===== src/rtl/mips_pipe_ctrl_if.sv =====
// Pipeline-controller bus: fetch, redirect, stage IRs, forwarding and write-back signals.
// master = controller side, slave = core/ROM/environment side.
interface mips_pipe_ctrl_if #(
    parameter int PC_WIDTH  = 10,
    parameter int CNT_WIDTH = 16
);
    logic                 run;
    logic                 step;
    logic [31:0]          inst_in;
    logic                 redirect_valid;
    logic [PC_WIDTH-1:0]  redirect_pc;
    logic [PC_WIDTH-1:0]  pc_out;
    logic [31:0]          id_ir;
    logic [31:0]          ex_ir;
    logic [31:0]          mem_ir;
    logic [31:0]          wb_ir;
    logic [PC_WIDTH-1:0]  ex_pc;
    logic [1:0]           fwd_a;
    logic [1:0]           fwd_b;
    logic                 stall_out;
    logic                 wb_en;
    logic [4:0]           wb_dest;
    logic [CNT_WIDTH-1:0] retired;

    modport master (
        input  run, step, inst_in, redirect_valid, redirect_pc,
        output pc_out, id_ir, ex_ir, mem_ir, wb_ir, ex_pc,
               fwd_a, fwd_b, stall_out, wb_en, wb_dest, retired
    );

    modport slave (
        output run, step, inst_in, redirect_valid, redirect_pc,
        input  pc_out, id_ir, ex_ir, mem_ir, wb_ir, ex_pc,
               fwd_a, fwd_b, stall_out, wb_en, wb_dest, retired
    );
endinterface


===== src/rtl/mips_pipe_ctrl.sv =====
// 5-stage MIPS pipeline controller: PC, ID/EX/MEM/WB IRs, forwarding, load-use stall, redirect squash.
// Latency: fetch to wb_ir in 4 advance cycles; load-use adds 1 bubble, redirect adds 2.
// Backpressure: none; run/step gate every register, stall holds pc and id_ir only.
module mips_pipe_ctrl #(
    parameter int PC_WIDTH  = 10,
    parameter int RESET_PC  = 0,
    parameter int CNT_WIDTH = 16
) (
    input  logic             clock,
    input  logic             reset,
    mips_pipe_ctrl_if.master bus
);

    localparam logic [PC_WIDTH-1:0] PC_RST = PC_WIDTH'(RESET_PC);

    typedef enum logic [2:0] {
        C_NONE, C_ALU, C_ADDI, C_LW, C_SW, C_BEQ, C_J
    } cls_t;

    function automatic cls_t op_class(input logic [31:0] ir);
        cls_t c;
        c = C_NONE;
        case (ir[31:26])
            6'h00:   if (ir[5:0] == 6'h20 || ir[5:0] == 6'h22) c = C_ALU;
            6'h08:   c = C_ADDI;
            6'h23:   c = C_LW;
            6'h2B:   c = C_SW;
            6'h04:   c = C_BEQ;
            6'h02:   c = C_J;
            default: c = C_NONE;
        endcase
        return c;
    endfunction

    // Source/destination helpers return 0 for "none", since $0 never creates a hazard.
    function automatic logic [4:0] src_a(input logic [31:0] ir);
        cls_t c;
        c = op_class(ir);
        return (c == C_NONE || c == C_J) ? 5'd0 : ir[25:21];
    endfunction

    function automatic logic [4:0] src_b(input logic [31:0] ir);
        cls_t c;
        c = op_class(ir);
        return (c == C_ALU || c == C_SW || c == C_BEQ) ? ir[20:16] : 5'd0;
    endfunction

    function automatic logic [4:0] dst(input logic [31:0] ir);
        cls_t c;
        c = op_class(ir);
        if (c == C_ALU)                    return ir[15:11];
        else if (c == C_ADDI || c == C_LW) return ir[20:16];
        else                               return 5'd0;
    endfunction

    logic [PC_WIDTH-1:0]  r_pc;
    logic [PC_WIDTH-1:0]  r_id_pc;
    logic [PC_WIDTH-1:0]  r_ex_pc;
    logic [31:0]          r_id_ir;
    logic [31:0]          r_ex_ir;
    logic [31:0]          r_mem_ir;
    logic [31:0]          r_wb_ir;
    logic [CNT_WIDTH-1:0] r_retired;

    logic       w_adv;
    logic       w_ld_use;
    logic [4:0] w_ex_dst;
    logic [4:0] w_mem_dst;
    logic [4:0] w_wb_dst;
    logic [4:0] w_ex_ra;
    logic [4:0] w_ex_rb;
    logic [4:0] w_id_ra;
    logic [4:0] w_id_rb;

    assign w_adv     = bus.run | bus.step;
    assign w_ex_dst  = dst(r_ex_ir);
    assign w_mem_dst = dst(r_mem_ir);
    assign w_wb_dst  = dst(r_wb_ir);
    assign w_ex_ra   = src_a(r_ex_ir);
    assign w_ex_rb   = src_b(r_ex_ir);
    assign w_id_ra   = src_a(r_id_ir);
    assign w_id_rb   = src_b(r_id_ir);

    assign w_ld_use = (op_class(r_ex_ir) == C_LW) && (w_ex_dst != 5'd0) &&
                      ((w_id_ra == w_ex_dst) || (w_id_rb == w_ex_dst));

    // A load in MEM has no result yet; it is only forwardable once it reaches WB.
    function automatic logic [1:0] fwd_sel(input logic [4:0] r, input logic mem_is_lw,
                                           input logic [4:0] mem_dst, input logic [4:0] wb_dst);
        if (r == 5'd0)                      return 2'b00;
        else if (mem_dst == r && !mem_is_lw) return 2'b01;
        else if (wb_dst == r)               return 2'b10;
        else                                return 2'b00;
    endfunction

    always_ff @(posedge clock or negedge reset) begin
        if (!reset) begin
            r_pc      <= PC_RST;
            r_id_pc   <= PC_RST;
            r_ex_pc   <= PC_RST;
            r_id_ir   <= '0;
            r_ex_ir   <= '0;
            r_mem_ir  <= '0;
            r_wb_ir   <= '0;
            r_retired <= '0;
        end else if (w_adv) begin
            r_mem_ir <= r_ex_ir;
            r_wb_ir  <= r_mem_ir;
            if (op_class(r_wb_ir) != C_NONE && r_retired != '1)
                r_retired <= r_retired + CNT_WIDTH'(1);
            if (bus.redirect_valid) begin
                r_pc    <= bus.redirect_pc;
                r_id_ir <= '0;
                r_ex_ir <= '0;
            end else if (w_ld_use) begin
                r_ex_ir <= '0;
            end else begin
                r_pc    <= r_pc + PC_WIDTH'(1);
                r_id_pc <= r_pc;
                r_id_ir <= bus.inst_in;
                r_ex_ir <= r_id_ir;
                r_ex_pc <= r_id_pc;
            end
        end
    end

    assign bus.pc_out    = r_pc;
    assign bus.id_ir     = r_id_ir;
    assign bus.ex_ir     = r_ex_ir;
    assign bus.mem_ir    = r_mem_ir;
    assign bus.wb_ir     = r_wb_ir;
    assign bus.ex_pc     = r_ex_pc;
    assign bus.fwd_a     = fwd_sel(w_ex_ra, op_class(r_mem_ir) == C_LW, w_mem_dst, w_wb_dst);
    assign bus.fwd_b     = fwd_sel(w_ex_rb, op_class(r_mem_ir) == C_LW, w_mem_dst, w_wb_dst);
    assign bus.stall_out = w_ld_use;
    assign bus.wb_en     = (w_wb_dst != 5'd0);
    assign bus.wb_dest   = w_wb_dst;
    assign bus.retired   = r_retired;

endmodule


===== src/flat_wrapper.sv =====
// flat-port wrapper written by rule: the top's interface ports become plain ports
module mips_pipe_ctrl_flat 
#(
    parameter int PC_WIDTH  = 10,
    parameter int RESET_PC  = 0,
    parameter int CNT_WIDTH = 16
)
  (clock, reset, bus_run, bus_step, bus_inst_in, bus_redirect_valid, bus_redirect_pc, bus_pc_out, bus_id_ir, bus_ex_ir, bus_mem_ir, bus_wb_ir, bus_ex_pc, bus_fwd_a, bus_fwd_b, bus_stall_out, bus_wb_en, bus_wb_dest, bus_retired);
  mips_pipe_ctrl_if #(.PC_WIDTH(PC_WIDTH), .CNT_WIDTH(CNT_WIDTH)) bus_i ();
  input  logic clock;
  input  logic reset;
  input wire logic [$bits(bus_i.run)-1:0] bus_run;
  input wire logic [$bits(bus_i.step)-1:0] bus_step;
  input wire logic [$bits(bus_i.inst_in)-1:0] bus_inst_in;
  input wire logic [$bits(bus_i.redirect_valid)-1:0] bus_redirect_valid;
  input wire logic [$bits(bus_i.redirect_pc)-1:0] bus_redirect_pc;
  output wire logic [$bits(bus_i.pc_out)-1:0] bus_pc_out;
  output wire logic [$bits(bus_i.id_ir)-1:0] bus_id_ir;
  output wire logic [$bits(bus_i.ex_ir)-1:0] bus_ex_ir;
  output wire logic [$bits(bus_i.mem_ir)-1:0] bus_mem_ir;
  output wire logic [$bits(bus_i.wb_ir)-1:0] bus_wb_ir;
  output wire logic [$bits(bus_i.ex_pc)-1:0] bus_ex_pc;
  output wire logic [$bits(bus_i.fwd_a)-1:0] bus_fwd_a;
  output wire logic [$bits(bus_i.fwd_b)-1:0] bus_fwd_b;
  output wire logic [$bits(bus_i.stall_out)-1:0] bus_stall_out;
  output wire logic [$bits(bus_i.wb_en)-1:0] bus_wb_en;
  output wire logic [$bits(bus_i.wb_dest)-1:0] bus_wb_dest;
  output wire logic [$bits(bus_i.retired)-1:0] bus_retired;
  assign bus_i.run = bus_run;
  assign bus_i.step = bus_step;
  assign bus_i.inst_in = bus_inst_in;
  assign bus_i.redirect_valid = bus_redirect_valid;
  assign bus_i.redirect_pc = bus_redirect_pc;
  assign bus_pc_out = bus_i.pc_out;
  assign bus_id_ir = bus_i.id_ir;
  assign bus_ex_ir = bus_i.ex_ir;
  assign bus_mem_ir = bus_i.mem_ir;
  assign bus_wb_ir = bus_i.wb_ir;
  assign bus_ex_pc = bus_i.ex_pc;
  assign bus_fwd_a = bus_i.fwd_a;
  assign bus_fwd_b = bus_i.fwd_b;
  assign bus_stall_out = bus_i.stall_out;
  assign bus_wb_en = bus_i.wb_en;
  assign bus_wb_dest = bus_i.wb_dest;
  assign bus_retired = bus_i.retired;
  mips_pipe_ctrl #(.PC_WIDTH(PC_WIDTH), .RESET_PC(RESET_PC), .CNT_WIDTH(CNT_WIDTH)) u_core (.clock(clock), .reset(reset), .bus(bus_i));
endmodule

===== config.mk =====
export PLATFORM = sky130hd
export DESIGN_NAME = mips_pipe_ctrl_flat
export DESIGN_NICKNAME = d
export VERILOG_FILES = /design/src/rtl/mips_pipe_ctrl_if.sv /design/src/rtl/mips_pipe_ctrl.sv /design/src/flat_wrapper.sv
export SDC_FILE = /design/constraint.sdc
export NUM_CORES = 1
export LEC_CHECK = 0
export CAP_MARGIN = 30
export CORE_UTILIZATION = 30
export DETAILED_ROUTE_END_ITERATION = 6
export GPL_TIMING_DRIVEN = 0
export PLACE_DENSITY_LB_ADDON = 0.15
export SETUP_SLACK_MARGIN = 0.4
export SYNTH_ARGS = -nofsm -noshare
export SYNTH_HDL_FRONTEND = slang
export SYNTH_SLANG_ARGS = --single-unit

===== constraint.sdc =====
create_clock -name clock -period 4.28 [get_ports clock]
set_clock_uncertainty 0.15 [all_clocks]
set_input_delay 0.856 -clock clock [delete_from_list [all_inputs] [get_ports clock]]
set_output_delay 0.856 -clock clock [all_outputs]
set_load 0.01 [all_outputs]

==> impl_metrics.env, run 1 <==
export IMPL_critPathLaunchType="register"
export IMPL_status="finished, final reports clean"
export IMPL_hold_buffers=0
export IMPL_nets=1183
export IMPL_final_cell_mix="229 x nand2_1, 214 x clkdlybuf4s50_1, 160 x dfrtp_1"
export IMPL_r2r_cells=11
export IMPL_drcViolationCount=0
export IMPL_grt_overflow_total=0
export IMPL_crit_type="register to output pin"
export IMPL_seq_area_sq_um=4370
export IMPL_hold_viol_final=0
export IMPL_setup_tns_ns=0
export IMPL_root_buffer="clkbuf_16"
export IMPL_dp_hpwl_um=20500
export IMPL_numCtsBuffers=17
export IMPL_grt_pass1_vias=7304
export IMPL_cts_buffer_depth=2
export IMPL_rows=61
export IMPL_arrival_ns=2.99
export IMPL_syn_cell_area_sq_um=8460
export IMPL_htree_levels=4
export IMPL_dp_slack_ns=-0.254
export IMPL_leakage_nw=5.60
export IMPL_vdd_ir_drop_max_mv=0.193
export IMPL_synth_top_area_frac=0.515
export IMPL_cpPeakStageDelay_ns=0.46
export IMPL_final_common_cell="nand2_1"
export IMPL_die_area_sq_um=28900
export IMPL_io_buffers=220
export IMPL_synth_top_cell_by_area="dfrtp_1"
export IMPL_die_height_um=170
export IMPL_crit_family="simple AND/OR/NAND/NOR gates"
export IMPL_die_w_um=170
export IMPL_r2r_start="u_core.bus.id_ir[26]$_DFFE_PN0P_"
export IMPL_ys_seq_area_frac=0.515
export IMPL_path_cells="buf_4 -> nor4b_4 -> o21a_1 -> buf_4 -> a311o_1 -> nand2_1 -> xnor2_1 -> or3_1 -> nor3_4 -> and2_4 -> buf_6"
export IMPL_final_core_util=0.448
export IMPL_setup_viol=0
export IMPL_synthArstFlopShare=1.00
export IMPL_slew_violations=0
export IMPL_relSlewSlack=0.501
export IMPL_synth_seq_cells=174
export IMPL_grt_usage=0.197
export IMPL_synth_distinct_cells=81
export IMPL_yosys_top_cells_area="dfrtp_1 51%, nand2_1 10%, a22o_1 6.8%"
export IMPL_multi_input_area_sq_um=4050
export IMPL_worst_path_buf_inv=3
export IMPL_drtAntennaViolNets=0
export IMPL_viasPerCell=5.01
export IMPL_rsz0062_at_grt="true"
export IMPL_cp_common_cell="buf_4"
export IMPL_cts_tree="built"
export IMPL_hp_class="input pin to asynchronous set/reset pin"
export IMPL_numClockSinks=174
export IMPL_synth_edf_count=0
export IMPL_syn2layout_area_growth_pct=47.3
export IMPL_start_util=0.304
export IMPL_min_period_ns=4.00
export IMPL_power_density_nw_per_um2=375
export IMPL_firstDrtPassIters=5
export IMPL_num_vias=7645
export IMPL_syn_avg_cell_area_sq_um=10.1
export IMPL_r2r_end="u_core.bus.id_ir[10]$_DFFE_PN0P_"
export IMPL_wl_um=28400
export IMPL_pin_count=222
export IMPL_drt_initial_drc_count=514
export IMPL_path_depth=11
export IMPL_place_congestion=0.836
export IMPL_max_cap_viol_count=0
export IMPL_critPathSlowestCell="dfrtp_2"
export IMPL_worstSetupEndpointType="output pin"
export IMPL_antenna_found_initial=1
export IMPL_synth_ff_type="dfrtp_1"
export IMPL_grt_pass1_wl_um=43300
export IMPL_cp_required_ns=3.27
export IMPL_design_core_area_sq_um=27800
export IMPL_post_drt_wl_per_cell_um=18.6
export IMPL_syn_inst=837
export IMPL_synth_nets=886
export IMPL_setup_slack_ns=0.284
export IMPL_fin_crit_sh=0.934
export IMPL_fill_cells=2703
export IMPL_grt_max_degree=89
export IMPL_worst_pin_slew_ns=0.746
export IMPL_drive_gt1_frac=0.182
export IMPL_clk_pin_slew_ns=0.07
export IMPL_fmax_mhz=250
export IMPL_rrSetupSlack_ns=0.58
export IMPL_crit_fanout=9
export IMPL_worstSkewPairLatency_ns=0.43
export IMPL_yosysWarnings=0
cells by family after synthesis:
family | count (synthesis) | synth area share
AOI/OAI and AO/OA | 181 | 0.171
xor gates and xnor gates | 32 | 0.0331
adders and majority gates | 2 | 0.00296
buffers and inverters | 58 | 0.0343
DFF | 174 | 0.515
muxes | 23 | 0.0392
and+or+nand+nor | 367 | 0.205
power breakdown:
| group | internal, mW | switching [mW] | total, mW |
|---|---|---|---|
| clock | 0.829 | 0.719 | 1.55 |
| combinational | 0.615 | 0.487 | 1.10 |
| sequential | 1.82 | 0.204 | 2.03 |
| total | 3.27 | 1.41 | 4.68 |
flip-flops by register name, summed over array words and instances (netlist names):
| register | count |
|---|---|
| u_core.bus.ex_ir | 32 |
| u_core.bus.ex_pc | 10 |
| u_core.bus.id_ir | 32 |
| u_core.bus.mem_ir | 32 |
| u_core.bus.pc_out | 10 |
| u_core.bus.retired | 16 |
| u_core.bus.wb_ir | 32 |
| u_core.r_id_pc | 10 |
area by class of cell:
type / count / share of cell area
Sequential cell: 174 / 0.351
Antenna cell: 1 / 0.000201
Tap cell: 378 / 0.0380
Timing Repair Buffer: 278 / 0.216
Buffer: 48 / 0.0209
Clock inverter: 13 / 0.0106
Inverter: 10 / 0.00301
Multi-Input combinational cell: 605 / 0.325
Clock buffer: 18 / 0.0353
what timing repair did:
item | 4_1_cts | 5_1_grt
setup endpoints to repair | 9 | 6
buffers inserted | 32 | 23
pin swaps | 24 | 17
gates resized for setup | 69 | 23
per-stage QoR:
| step | hold slack [ns] | power [mW] | std cells | cell area [sq um] |
|---|---|---|---|---|
| after floorplan | 0.332 | 2.49 | 837 | 8460 |
| after global placement | 0.304 | 3.05 | 1435 | 11100 |
| after detailed placement | 0.310 | 3.06 | 1437 | 11200 |
| after CTS | 0.302 | 4.69 | 1500 | 12200 |
| after global routing | 0.330 | 4.91 | 1524 | 12500 |
| final | 0.273 | 4.68 | 1525 | 12500 |
worst max-delay path by stage:
stage	to	slack, ns	from
floorplan	bus_fwd_b[1]	0.73	u_core.bus.mem_ir[3]$_DFFE_PN0P_
global placement	u_core.bus.ex_pc[2]$_DFFE_PN0P_	-5.43	reset
detailed placement	bus_fwd_b[1]	-0.25	u_core.bus.mem_ir[3]$_DFFE_PN0P_
CTS	bus_fwd_a[0]	0.33	u_core.bus.ex_ir[27]$_DFFE_PN0P_
global route	bus_fwd_a[0]	0.14	u_core.bus.ex_ir[5]$_DFFE_PN0P_
finish	bus_fwd_a[0]	0.28	u_core.bus.ex_ir[26]$_DFFE_PN0P_
metal layers:
metal	wire length, um	share of wire	vias to the layer above	global-route usage
met5	0	0	-	0
met4	576	0.020	0	0.0548
met3	1590	0.056	42	0.0381
met2	13500	0.47	255	0.323
met1	12800	0.45	3754	0.265
li1	-	-	3594	-
Yosys cell counts, drive strengths merged (3+ instances only):
library cell / number
a31oi: 3
or3: 4
o21a: 4
o2111ai: 4
o311ai: 3
dfrtp: 174
nand4b: 3
a311oi: 3
nand4: 10
a32oi: 3
xnor2: 19
nor2: 29
nand3b: 4
nor4b: 4
a21o: 13
nand2: 231
buf: 21
a22o: 66
a211oi: 3
and3: 10
o22ai: 7
mux2: 21
clkbuf: 27
a21oi: 12
nand2b: 3
xor2: 13
or4: 6
and2: 6
o211ai: 4
nor3: 18
inv: 10
nor4: 10
or2: 3
a22oi: 8
nand3: 20
o21ai: 27
Power figures use the tool's default switching activity.
==> run 2: changes to the inputs <==
--- a/config.mk
+++ b/config.mk
@@ -11,6 +11,7 @@
 export GPL_TIMING_DRIVEN = 0
 export PLACE_DENSITY_LB_ADDON = 0.15
 export SETUP_SLACK_MARGIN = 0.4
+export SLEW_MARGIN = 15
 export SYNTH_ARGS = -nofsm -noshare
 export SYNTH_HDL_FRONTEND = slang
 export SYNTH_SLANG_ARGS = --single-unit
==> constraint.sdc (replaced) <==
create_clock -name clock -period 4.28 [get_ports clock]
set_clock_uncertainty 0.15 [all_clocks]
set_input_delay 0.856 -clock clock [delete_from_list [all_inputs] [get_ports clock]]
set_output_delay 0.856 -clock clock [all_outputs]
set_load 0.02 [all_outputs]
==> impl_metrics.env, run 2 (synthesized netlist as in run 1, its figures left out) <==
export IMPL_cp_required_ns=3.27
export IMPL_worstSetupEndpointType="output pin"
export IMPL_vdd_ir_drop_max_mv=0.192
export IMPL_top_usage_layer="met2"
export IMPL_grt_usage=0.197
export IMPL_power_density_nw_per_um2=386
export IMPL_grt_pass1_wl_um=43300
export IMPL_io_buffers=220
export IMPL_clk_pin_slew_ns=0.07
export IMPL_crit_family="simple AND/OR/NAND/NOR gates"
export IMPL_viasPerCell=4.97
export IMPL_critPathSlowestCell="dfrtp_2"
export IMPL_cpPeakStageDelay_ns=0.46
export IMPL_pin_count=222
export IMPL_worst_path_buf_inv=3
export IMPL_max_cap_viol_count=0
export IMPL_worst_pin_slew_ns=0.719
export IMPL_setup_slack_ns=0.282
export IMPL_leakage_nw=5.59
export IMPL_min_period_ns=4.00
export IMPL_fmax_mhz=250
export IMPL_worstSkewPairLatency_ns=0.43
export IMPL_syn2layout_area_growth_pct=46.9
export IMPL_start_util=0.304
export IMPL_path_cells="buf_4 -> nor4b_4 -> o21a_1 -> buf_4 -> a311o_1 -> nand2_1 -> xnor2_1 -> or3_4 -> nor3_4 -> and2_4 -> buf_6"
export IMPL_wl_um=28200
export IMPL_cts_tree="built"
export IMPL_hp_class="input pin to asynchronous set/reset pin"
export IMPL_drtAntennaViolNets=0
export IMPL_final_common_cell="nand2_1"
export IMPL_hold_buffers=0
export IMPL_final_cell_mix="229 x nand2_1, 214 x clkdlybuf4s50_1, 161 x dfrtp_1"
export IMPL_grt_max_degree=89
export IMPL_fin_crit_sh=0.934
export IMPL_met3_usage=0.0381
export IMPL_dp_hpwl_um=20500
export IMPL_status="finished, final reports clean"
export IMPL_hold_viol_final=0
export IMPL_dp_slack_ns=-0.321
export IMPL_rsz0062_at_grt="true"
export IMPL_numClockSinks=174
export IMPL_root_buffer="clkbuf_16"
export IMPL_place_congestion=0.836
export IMPL_cts_buffer_depth=2
export IMPL_firstDrtPassIters=5
export IMPL_drive_gt1_frac=0.179
export IMPL_critPathLaunchType="register"
export IMPL_die_height_um=170
export IMPL_design_core_area_sq_um=27800
export IMPL_crit_fanout=9
export IMPL_nets=1181
export IMPL_numCtsBuffers=17
export IMPL_num_vias=7575
export IMPL_power_mw=4.80
export IMPL_cp_common_cell="buf_4"
export IMPL_htree_levels=4
export IMPL_post_drt_wl_per_cell_um=18.5
export IMPL_die_area_sq_um=28900
export IMPL_antenna_found_initial=1
export IMPL_relSlewSlack=0.519
export IMPL_arrival_ns=2.99
export IMPL_drt_initial_drc_count=509
export IMPL_die_w_um=170
export IMPL_drcViolationCount=0
export IMPL_crit_type="register to output pin"
export IMPL_slew_violations=0
export IMPL_met2_usage=0.323
export IMPL_grt_pass1_vias=7320
export IMPL_rows=61
export IMPL_use_met1=0.265
export IMPL_grt_overflow_total=0
export IMPL_setup_viol=0
run 2: changes by cell type in the layout (fill, tap and decap cells not counted), sizes merged:
cell / previous run / this run
clkdlybuf4s15: 1 / 0
buf: 84 / 82
clkbuf: 45 / 46
run 2: timing repair:
action / CTS / global route
endpoints found under the hold margin: 0 / 0
buffers inserted: 31 / 22
endpoints found under the setup margin: 11 / 6
pin swaps: 22 / 16
gates resized for setup: 73 / 18
run 2: path summary, 6_finish.rpt:
check	start	end	slack, ns	cells after the start
worst max-delay path	u_core.bus.ex_ir[26]$_DFFE_PN0P_	bus_fwd_a[0]	0.28	11
worst min-delay path	reset	u_core.bus.retired[8]$_DFFE_PN0P_	0.27	1
worst max register to register	u_core.bus.id_ir[26]$_DFFE_PN0P_	u_core.bus.id_ir[10]$_DFFE_PN0P_	0.63	10
worst min register to register	u_core.bus.wb_ir[22]$_DFFE_PN0P_	u_core.bus.wb_ir[22]$_DFFE_PN0P_	0.33	2
max in group asynchronous	reset	u_core.bus.ex_ir[4]$_DFFE_PN0P_	2.74	2
min in group clock	u_core.bus.wb_ir[22]$_DFFE_PN0P_	u_core.bus.wb_ir[22]$_DFFE_PN0P_	0.33	2
run 2: cell type report:
class,count,area [sq um]
Timing Repair Buffer,276,2670
Clock buffer,18,439
Antenna cell,1,2.50
Fill cell,2709,15400
Multi-Input combinational cell,605,4040
Buffer,48,260
Clock inverter,13,133
Sequential cell,174,4370
Tap cell,378,473
Inverter,10,37.5
run 2: report_power, final:
| group | leakage (nW) | switching [mW] | internal, mW | total [mW] |
|---|---|---|---|---|
| sequential | 2.24 | 0.205 | 1.82 | 2.03 |
| clock | 0.277 | 0.721 | 0.829 | 1.55 |
| combinational | 3.07 | 0.607 | 0.614 | 1.22 |
| total | 5.59 | 1.53 | 3.27 | 4.80 |
run 2: stage by stage:
step,area [sq um],hold WS (ns),cells,TNS (ns),util
after floorplan,8460,0.332,837,0,-
after global placement,11100,0.304,1435,-941.31,0.401
after detailed placement,11200,0.310,1437,-0.984,0.402
after CTS,12200,0.302,1499,0,0.439
after global routing,12400,0.330,1522,0,0.447
final,12400,0.274,1523,0,0.447
run 2: layer usage:
| metal | vias up | share of wire |
|---|---|---|
| li1 | 3598 | - |
| met1 | 3706 | 0.46 |
| met2 | 241 | 0.47 |
| met3 | 30 | 0.053 |
| met4 | 0 | 0.018 |
| met5 | - | 0 |
